===== config.mk =====
export PLATFORM = sky130hd
export DESIGN_NAME = prog_loader
export DESIGN_NICKNAME = d
export VERILOG_FILES = /design/src/rtl/prog_loader.sv
export SDC_FILE = /design/constraint.sdc
export NUM_CORES = 1
export LEC_CHECK = 0
export BUFFER_PORTS_ARGS = -buffer_cell sky130_fd_sc_hd__buf_4
export CAP_MARGIN = 0
export CORE_MARGIN = 2
export CORE_UTILIZATION = 63
export DETAILED_ROUTE_END_ITERATION = 7
export GPL_TIMING_DRIVEN = 0
export PLACE_DENSITY = 0.85
export SYNTH_ARGS = -nofsm -noshare
export SYNTH_HDL_FRONTEND = slang
export SYNTH_SLANG_ARGS = --single-unit

===== constraint.sdc =====
create_clock -name clk -period 3.8 [get_ports clk]
set_input_delay 0.57 -clock clk [delete_from_list [all_inputs] [get_ports clk]]
set_output_delay 0.57 -clock clk [all_outputs]
set_load 0.01 [all_outputs]

===== src/rtl/prog_loader.sv =====
`default_nettype none
// ============================================================================
// Module   : prog_loader
// Purpose  : Framed byte-stream loader that packs 9-bit instructions into IMEM
//            and holds the core in reset while loading or after an error.
// Option   : PROG_LOADER_OPCHECK_EN rejects undefined opcodes {14,15,23,26,27}
// Revision : 1.0  initial release
// ============================================================================
module prog_loader #(
    parameter int AW = 10,
    parameter int IW = 9
) (
    input  logic          clk,
    input  logic          reset,
    input  logic          start,
    input  logic          in_valid,
    input  logic [7:0]    in_data,
    output logic          in_ready,
    output logic          imem_we,
    output logic [AW-1:0] imem_addr,
    output logic [IW-1:0] imem_wdata,
    output logic          busy,
    output logic          done,
    output logic          error,
    output logic [1:0]    err_code,
    output logic          cpu_hold
);

    typedef enum logic [2:0] {
        S_IDLE   = 3'd0,
        S_LEN_LO = 3'd1,
        S_LEN_HI = 3'd2,
        S_W_LO   = 3'd3,
        S_W_HI   = 3'd4,
        S_CSUM   = 3'd5,
        S_DONE   = 3'd6,
        S_ERR    = 3'd7
    } state_t;

    localparam logic [31:0] C_CAP = 32'd1 << AW;

    state_t        state_q, state_d;
    logic [15:0]   len_q, len_d;
    logic [AW:0]   idx_q, idx_d;
    logic [7:0]    sum_q, sum_d;
    logic [7:0]    lo_q, lo_d;
    logic          we_q, we_d;
    logic [AW-1:0] addr_q, addr_d;
    logic [IW-1:0] wdata_q, wdata_d;
    logic [1:0]    code_q, code_d;

    logic          w_xfer;
    logic [15:0]   w_len;
    logic [AW:0]   w_idx_inc;
    logic [8:0]    w_word;
    logic          w_op_bad;

    assign in_ready  = (state_q == S_LEN_LO) || (state_q == S_LEN_HI) ||
                       (state_q == S_W_LO)   || (state_q == S_W_HI)   ||
                       (state_q == S_CSUM);
    assign w_xfer    = in_valid & in_ready;
    assign w_len     = {in_data, len_q[7:0]};
    assign w_idx_inc = idx_q + {{AW{1'b0}}, 1'b1};
    assign w_word    = {in_data[0], lo_q};

`ifdef PROG_LOADER_OPCHECK_EN
    logic [4:0] w_op;
    assign w_op     = w_word[8:4];
    assign w_op_bad = (w_op == 5'd14) || (w_op == 5'd15) || (w_op == 5'd23) ||
                      (w_op == 5'd26) || (w_op == 5'd27);
`else
    assign w_op_bad = 1'b0;
`endif

    always_comb begin
        state_d = state_q;
        len_d   = len_q;
        idx_d   = idx_q;
        sum_d   = sum_q;
        lo_d    = lo_q;
        we_d    = 1'b0;
        addr_d  = addr_q;
        wdata_d = wdata_q;
        code_d  = code_q;
        case (state_q)
            S_IDLE, S_DONE, S_ERR: begin
                if (start) begin
                    state_d = S_LEN_LO;
                    code_d  = 2'b00;
                    sum_d   = 8'd0;
                    idx_d   = '0;
                end
            end
            S_LEN_LO: begin
                if (w_xfer) begin
                    len_d[7:0] = in_data;
                    sum_d      = sum_q + in_data;
                    state_d    = S_LEN_HI;
                end
            end
            S_LEN_HI: begin
                if (w_xfer) begin
                    len_d[15:8] = in_data;
                    sum_d       = sum_q + in_data;
                    if ({16'd0, w_len} > C_CAP) begin
                        state_d = S_ERR;
                        code_d  = 2'b01;
                    end else if (w_len == 16'd0) begin
                        state_d = S_CSUM;
                    end else begin
                        state_d = S_W_LO;
                    end
                end
            end
            S_W_LO: begin
                if (w_xfer) begin
                    lo_d    = in_data;
                    sum_d   = sum_q + in_data;
                    state_d = S_W_HI;
                end
            end
            S_W_HI: begin
                if (w_xfer) begin
                    sum_d = sum_q + in_data;
                    if ((in_data[7:1] != 7'd0) || w_op_bad) begin
                        state_d = S_ERR;
                        code_d  = 2'b10;
                    end else begin
                        we_d    = 1'b1;
                        addr_d  = idx_q[AW-1:0];
                        wdata_d = w_word;
                        idx_d   = w_idx_inc;
                        // Index is AW+1 bits so N == 2^AW terminates without wrapping.
                        state_d = (32'(w_idx_inc) == {16'd0, len_q}) ? S_CSUM : S_W_LO;
                    end
                end
            end
            S_CSUM: begin
                if (w_xfer) begin
                    if (in_data == sum_q) begin
                        state_d = S_DONE;
                    end else begin
                        state_d = S_ERR;
                        code_d  = 2'b11;
                    end
                end
            end
            default: state_d = S_IDLE;
        endcase
    end

    always_ff @(posedge clk or posedge reset) begin
        if (reset) begin
            state_q <= S_IDLE;
            len_q   <= '0;
            idx_q   <= '0;
            sum_q   <= '0;
            lo_q    <= '0;
            we_q    <= 1'b0;
            addr_q  <= '0;
            wdata_q <= '0;
            code_q  <= 2'b00;
        end else begin
            state_q <= state_d;
            len_q   <= len_d;
            idx_q   <= idx_d;
            sum_q   <= sum_d;
            lo_q    <= lo_d;
            we_q    <= we_d;
            addr_q  <= addr_d;
            wdata_q <= wdata_d;
            code_q  <= code_d;
        end
    end

    assign imem_we    = we_q;
    assign imem_addr  = addr_q;
    assign imem_wdata = wdata_q;
    assign busy       = in_ready;
    assign done       = (state_q == S_DONE);
    assign error      = (state_q == S_ERR);
    assign err_code   = code_q;
    assign cpu_hold   = busy | error;

endmodule
`default_nettype wire


# After elaboration in Yosys (flattened, before gate mapping)
# Index checks and enable logic that the tools add are counted.
# word_totals
register_bits	68
word_cells	86
inputBits	12
# classes
reduce_logical	20
muxes	30
add_sub_neg	2
eq_ne	20
n_bitwise	3
magnitude_cmp	1
# ops
cell	n
$mux W11	3
$mux W3	10
$pmux W11 S2	1
$pmux W3 S6	1
$eq A11 B16 Y1	1
$gt A16 B11 Y1 const B	1
$logic_not A16 Y1	1
$mux W8	2
$ne A2 B2 Y1 const B	8
$pmux W8 S2	1
$mux W2	7
$eq A3 B3 Y1 const B	4
$add A11 B1 Y11 const B	1
$add A8 B8 Y8	1
$eq A8 B8 Y1	1
$pmux W2 S4	1
$reduce_and A8 Y1	1
$reduce_bool A7 Y1	1
$eq A3 B2 Y1 const B	2
$ne A2 B1 Y1 const B	3
$reduce_and A2 Y1	3
$reduce_and A3 Y1	2
$reduce_and A6 Y1	1
$logic_or A1 B1 Y1	4
other kinds (11)	15

# Depth between registers and ports, before layout
# Gate-level depths: netlist of run 1.
# depth
word_depth	8
mapped_depth	9
mapped_depth_nobuf	8

# Least setup slack after synthesis of run 1
# OpenSTA, ideal clock, no wires.
# synth_path
path_type	input to register
from	in in_data[4]
to	reg idx_q[6]
path_slack_ns	1.519
setup_ns	0.128
n_path_buf	2
arrival_time_ns	2.153
cell_stages	9
cell_sequence	nor4_2 > or4b_4 > or2_1 > buf_6 > clkinv_4 > a21oi_2 > buf_6 > o21ai_1 > o41ai_1
# synth_between
elab_chain_cells	3
# synth_rtl
item	line	rtl
from (decl)	17	input logic [7:0] in_data,
$reduce_bool A7 Y1	125	if ((in_data[7:1] != 7'd0) || w_op_bad) begin
$ne A2 B2 Y1 (no source line)	n/a	
$reduce_and A4 Y1 (no source line)	n/a	
to (signal assigned)	166	idx_q <= idx_d;
to (decl)	44	logic [AW:0] idx_q, idx_d;
# Every way passes these cells.
# A chain may end at the register's enable or synchronous reset.

# Worst setup path after layout of run 1
# layout_path
from	reg idx_q[0]
to	reg state_q[1]
# layout_between
elab_chain_cells	6
# layout_rtl
item	line	rtl
$add A11 B1 Y11	63	assign w_idx_inc = idx_q + {{AW{1'b0}}, 1'b1};
$eq A11 B16 Y1	134	state_d = (32'(w_idx_inc) == {16'd0, len_q}) ? S_CSUM : S_W_LO;
$mux W3	134	
$mux W3	125	
$mux W3	123	if (w_xfer) begin
$pmux W3 S6	85	case (state_q)
to (signal assigned)	164	state_q <= state_d;
to (decl)	42	state_t state_q, state_d;
# Every way passes these cells. The select of a mux whose other input is x is not followed.

==> metrics, run 1 <==
status complete, no violations; Finished Layout Cells 501; Max Cap Violations 0; RSZ-0062 raised after global routing false; share of layout cells above drive strength 1 22.6%; remaining global-route overflow 0; Total Routed Length 8.06 mm; clk sinks 68; top-area cell type share of the netlist area 46.2%; routed wire length per instance 16.1 µm; type of origin of the critical path register; Final ANT Viol Nets 0; # fillers 376; Post-CTS Resized 0; total track usage 27.8%; Inserted Diodes 0; port bufs 37; sequential area share after synthesis 46.2%; die area 6470 µm²; CTS max path bufs 2; crit path capture type register; period utilization 68.3%; Util after Layout 75.8%; count of cell types in the netlist 55; Hold-fix buffers, CTS 0; antenna violations before repair 0; clk_skew 0.00734 ns; CTS buffer count 9; H-tree depth 3; Post-Syn Instances 376; initial DRC count 141; Area after DPL 4070 µm²; core region area 5570 µm²; Setup crit start idx_q[0]; setup tns final 0 ns; Final GP Congestion 0.910; r2r setup slk 1.20 ns; pin count of the biggest net entering global routing 46; fin nets 446; Cell Pwr Density 632 nW/µm²; Critical Path RT 4.01 ns; Post-synth EDFFs 0; first-pass GRT wire length 13.9 mm; peak supply drop 0.410 mV; Crit-path slowest cell dfrtp_1; critical path type reg2reg; type of the most critical hold path in2async; Worst Slack Setup Final 1.20 ns; Cells after DPL 486; post-place setup slack 1.16 ns; Main synth FF type dfrtp_1; drc violations 0; drt pass-1 iters 4; Critical Path AT 2.80 ns; Starting Density 66.1%; Layout area overhead 14.8%; Ports 39; endpoints failing setup 0; ranking of synthesized cells by area dfrtp_1 (46%), nand2_1 (7.7%), mux2_2 (7.3%); DP HPWL 5.84 mm; dominant cell type by area after synthesis dfrtp_1; via count 2990; yosys warns 0; Post-synth ARST share 100%; Yosys reg bits 68; Leakage 2.05 nW; Worst path max stage delay 0.47 ns; total chip power 2.67 mW; vias per cell 5.97; site row count 27; Crit Path Max Fanout 8; Worst-path clk slew 0.07 ns; synthesized cell area 3680 µm²; Avg Inst Size Synth 9.79 µm²; Final Hold Violating Endpoints 0; Root Driver clkbuf_8; vias in the first global route 2927; post-route cell area 4230 µm²; die width 80.5 µm; minimum clock period 2.60 ns; Slew Viols, Final 0; CTS tree yes; normalized max-slew margin 32.0%; worst slew pin tran 1.02 ns; Chip Height 80.5 µm; Hold WS 0.265 ns; max frequency 385 MHz; worst path cell trace ha_1 -> clkbuf_1 -> nand3_1 -> or2_2 -> or3_1 -> and3_1 -> nor4_1 -> a21oi_1; Net Count, Synth 397; worst r2r src idx_q[0]; worst-skew pair later-pin latency 0.34 ns; postcts setup bufs 0
-- power by group --
part / switching, mW / leakage [nW] / internal (mW)
clock: 0.271 / 0.0779 / 0.229
sequential: 0.149 / 0.883 / 0.922
combinational: 0.547 / 1.09 / 0.554
total: 0.967 / 2.05 / 1.71
-- worst paths after layout --
| path | end | cells past startpoint |
|---|---|---|
| worst max-delay path | state_q[1] | 8 |
| worst min-delay path | imem_addr[9] | 2 |
| worst max register to register | state_q[1] | 8 |
| worst min register to register | imem_wdata[5] | 2 |
| max in group asynchronous | len_q[9] | 3 |
| min in group clk | imem_wdata[5] | 2 |
-- cell families (layout without fill, tap and decap cells) --
kind of cell             Yosys count  count (layout)  share of synthesized area (%)
AO/OA/AOI/OAI                     69              69                           12.3
XOR/XNOR                          23              23                           5.47
adder cells (fa/ha/maj)            9               9                           3.26
buffers and inverters             26              79                           3.70
flip-flops                        68              68                           46.2
multiplexers                      27              27                           8.15
AND/OR/NAND/NOR                  154             154                           20.9
-- synthesized netlist by cell type (all sizes together), types with 2 or more instances --
cell    number
nand2       76
and2         2
ha           8
o21a         2
xor2         9
nand3        7
nor2        15
dfrtp       68
inv          4
nor3b        7
nor2b        5
mux2        24
nand4        2
or3          3
a211oi       2
o31ai        4
and3         9
nor4         7
xnor2       14
nand2b       2
o21bai       2
buf         11
a31oi        3
or4          2
mux2i        3
clkbuf      10
o21ai       20
a22o         9
or2          5
a21o         5
nor3         7
a21oi       14
-- placed cells by master (no fill, tap or decap), types with 3 or more instances in the layout --
| cell | n |
|---|---|
| dfrtp_1 | 68 |
| inv_1 | 3 |
| nor4_1 | 6 |
| ha_1 | 8 |
| clkbuf_1 | 11 |
| mux2i_1 | 3 |
| o21ai_0 | 9 |
| nor3_1 | 7 |
| a31oi_1 | 3 |
| nand2_1 | 76 |
| or2_2 | 4 |
| o21ai_1 | 11 |
| mux2_2 | 24 |
| and3_1 | 9 |
| xnor2_1 | 14 |
| clkbuf_8 | 9 |
| nor2b_1 | 5 |
| nand3_1 | 7 |
| nor3b_1 | 5 |
| nor2_1 | 15 |
| xor2_1 | 9 |
| a21o_1 | 5 |
| o31ai_1 | 4 |
| or3_1 | 3 |
| a21oi_1 | 13 |
| a22o_1 | 9 |
| buf_2 | 6 |
| buf_6 | 3 |
| clkinv_2 | 3 |
| buf_4 | 38 |
-- final cells by class --
| type | count | area (µm²) | share of cell area, % |
|---|---|---|---|
| flip-flops and latches | 68 | 1700 | 40.2 |
| multi-input cells | 282 | 1840 | 43.6 |
| clock buffers | 10 | 128 | 3.02 |
| well taps | 72 | 90.1 | 2.13 |
| plain buffers | 21 | 113 | 2.66 |
| repair buffers | 38 | 298 | 7.04 |
| clock inverters | 5 | 30.0 | 0.710 |
| inverters | 5 | 23.8 | 0.562 |
-- state kept, by name (all words and copies together) (netlist names) --
register and cells:
err_code 2, idx_q 11, imem_addr 10, imem_wdata 9, imem_we 1, len_q 16
lo_q 8, state_q 3, sum_q 8
-- critical path, delay by kind of cell, from the launching register on --
| family | cells | cell delay (ns) |
|---|---|---|
| flops | 1 | 0.47 |
| simple gates | 5 | 1.39 |
| buf+inv | 1 | 0.30 |
| fa+ha+maj | 1 | 0.18 |
| compound gates | 1 | 0.12 |
-- layer usage --
metal / vias to the layer above / wire (µm) / GRT usage (%)
li1: 1425 / - / -
met1: 1450 / 3340 / 35.0
met2: 105 / 4140 / 47.2
met3: 10 / 455 / 6.40
met4: 0 / 130 / 9.32
met5: - / 0 / 0
Note: power is estimated with default switching activity, not from simulation.
==> inputs of run 2 (changes only) <==
- CORE_UTILIZATION: 63 -> 59
- PLACE_DENSITY: 0.85 -> 0.8
- clock period: 3.8 -> 2.7 ns (I/O delays scaled with it)
==> run 2 against run 1 <==
  * Maximum frequency is 5.6% higher
  * Flip-flop and latch count stayed put
  * Critical path depth is 1 lower
  * Final cell count is 0.40% higher
  * Sequential power is 39% higher
  * Die area is 6.4% higher
  * Worst setup slack worse by 0.96 ns
  * Worst hold slack worse by 0.038 ns
  * Global-route usage is 3.8 points lower
  * Via count is 0.70% lower
==> metrics, run 2 (synthesis gave the netlist of run 1 again) <==
status complete, no violations; Ports 39; total chip power 3.96 mW; post-route cell area 4280 µm²; worst slew pin tran 1.14 ns; worst r2r src idx_q[0]; pin count of the biggest net entering global routing 69; Critical Path RT 2.91 ns; endpoints failing setup 0; FF-to-FF End state_q[1]; post-place setup slack 0.0261 ns; minimum clock period 2.46 ns; type of origin of the critical path register; Total Routed Length 7.95 mm; first-pass GRT wire length 13.6 mm; type of the most critical hold path in2async; worst-skew pair later-pin latency 0.34 ns; RSZ-0062 raised after global routing false; clk_skew 0.00709 ns; routed wire length per instance 15.8 µm; Cell Pwr Density 925 nW/µm²; fin nets 444; Layout area overhead 16.3%; die width 83 µm; Chip Height 83 µm; Final Hold Violating Endpoints 0; Max Cap Violations 0; Worst Slack Setup Final 0.241 ns; site row count 28; H-tree depth 3; Final ANT Viol Nets 0; postcts setup bufs 0; critical path type reg2reg; CTS buffer count 9; total track usage 23.9%; r2r setup slk 0.24 ns; port bufs 37; antenna violations before repair 0; DP HPWL 5.53 mm; Slew Viols, Final 0; initial DRC count 193; Crit Path Max Fanout 8; Cells after DPL 488; Final GP Congestion 0.929; Starting Density 61.5%; CTS max path bufs 2; Most flops, register len_q; Util after Layout 71.5%; Worst-path clk slew 0.08 ns; via count 2969; commonest non-fill, non-tap cell in the layout nand2_1; Leakage 2.07 nW; Critical Path AT 2.67 ns; max reg flops 16; Area after DPL 4060 µm²; remaining global-route overflow 0; Root Driver clkbuf_8; vias per cell 5.90; core region area 5990 µm²; normalized max-slew margin 23.9%; CTS tree yes; vias in the first global route 2791; drt pass-1 iters 5; crit path capture type register; Hold-fix buffers, CTS 0; most frequent cells in the layout nand2_1 (76), dfrtp_1 (68), buf_4 (38); die area 6890 µm²; setup tns final 0 ns; r2r worst-path depth 7; peak supply drop 0.523 mV; drc violations 0; Post-CTS Resized 1; share of layout cells above drive strength 1 22.9%; period utilization 91.1%; clk sinks 68; Inserted Diodes 0; max frequency 407 MHz; Finished Layout Cells 503; Hold WS 0.227 ns
run 2: cell count changes in the layout (fill, tap and decap cells not counted), moves of 2 or more:
cell	before	now
nor4_2	1	3
clkinv_2	3	1
bufinv_16	0	2
nor4_1	6	4
run 2: critical path: stages, from the launching register on:
cell,delay (ns)
dfrtp_1,0.47
ha_1,0.37
nand3_1,0.13
or2_2,0.32
or3_1,0.34
and3_1,0.19
nor4_2,0.38
a21oi_1,0.12
run 2: area by class of cell:
cell class                 instances  area [µm²]
buffer                            20         109
clock buffer                      12         145
tap                               75        93.8
fill                             471        1710
inverter                           5        26.3
clock inverter                     4        72.6
sequential                        68        1700
timing repair buffer              37         278
multi-input combinational        282        1860
run 2: per-layer routing:
| layer | part of all wire [%] | global-route usage (%) | routed length (µm) |
|---|---|---|---|
| met1 | 45 | 33.2 | 3590 |
| met2 | 50 | 38.9 | 3950 |
| met3 | 3.7 | 4.17 | 291 |
| met4 | 1.4 | 6.71 | 112 |
| met5 | 0 | 0 | 0 |
run 2: power by group:
part	switching (mW)	total [mW]	internal, mW
clock network	0.387	0.932	0.545
logic	0.762	1.54	0.777
registers	0.195	1.49	1.30
total	1.34	3.96	2.62
run 2: how the worst max path moves through the flow:
stage                     slack (ns)          end     start  cells after the start
after floorplan                 0.47   state_q[1]  idx_q[0]                      8
after global placement         -0.22  err_code[0]     reset                      2
after detailed placement        0.03   state_q[1]  idx_q[0]                      8
after CTS                       0.03   state_q[1]  idx_q[0]                      8
after global routing            0.10   state_q[1]  idx_q[0]                      7
final                           0.24   state_q[1]  idx_q[0]                      7
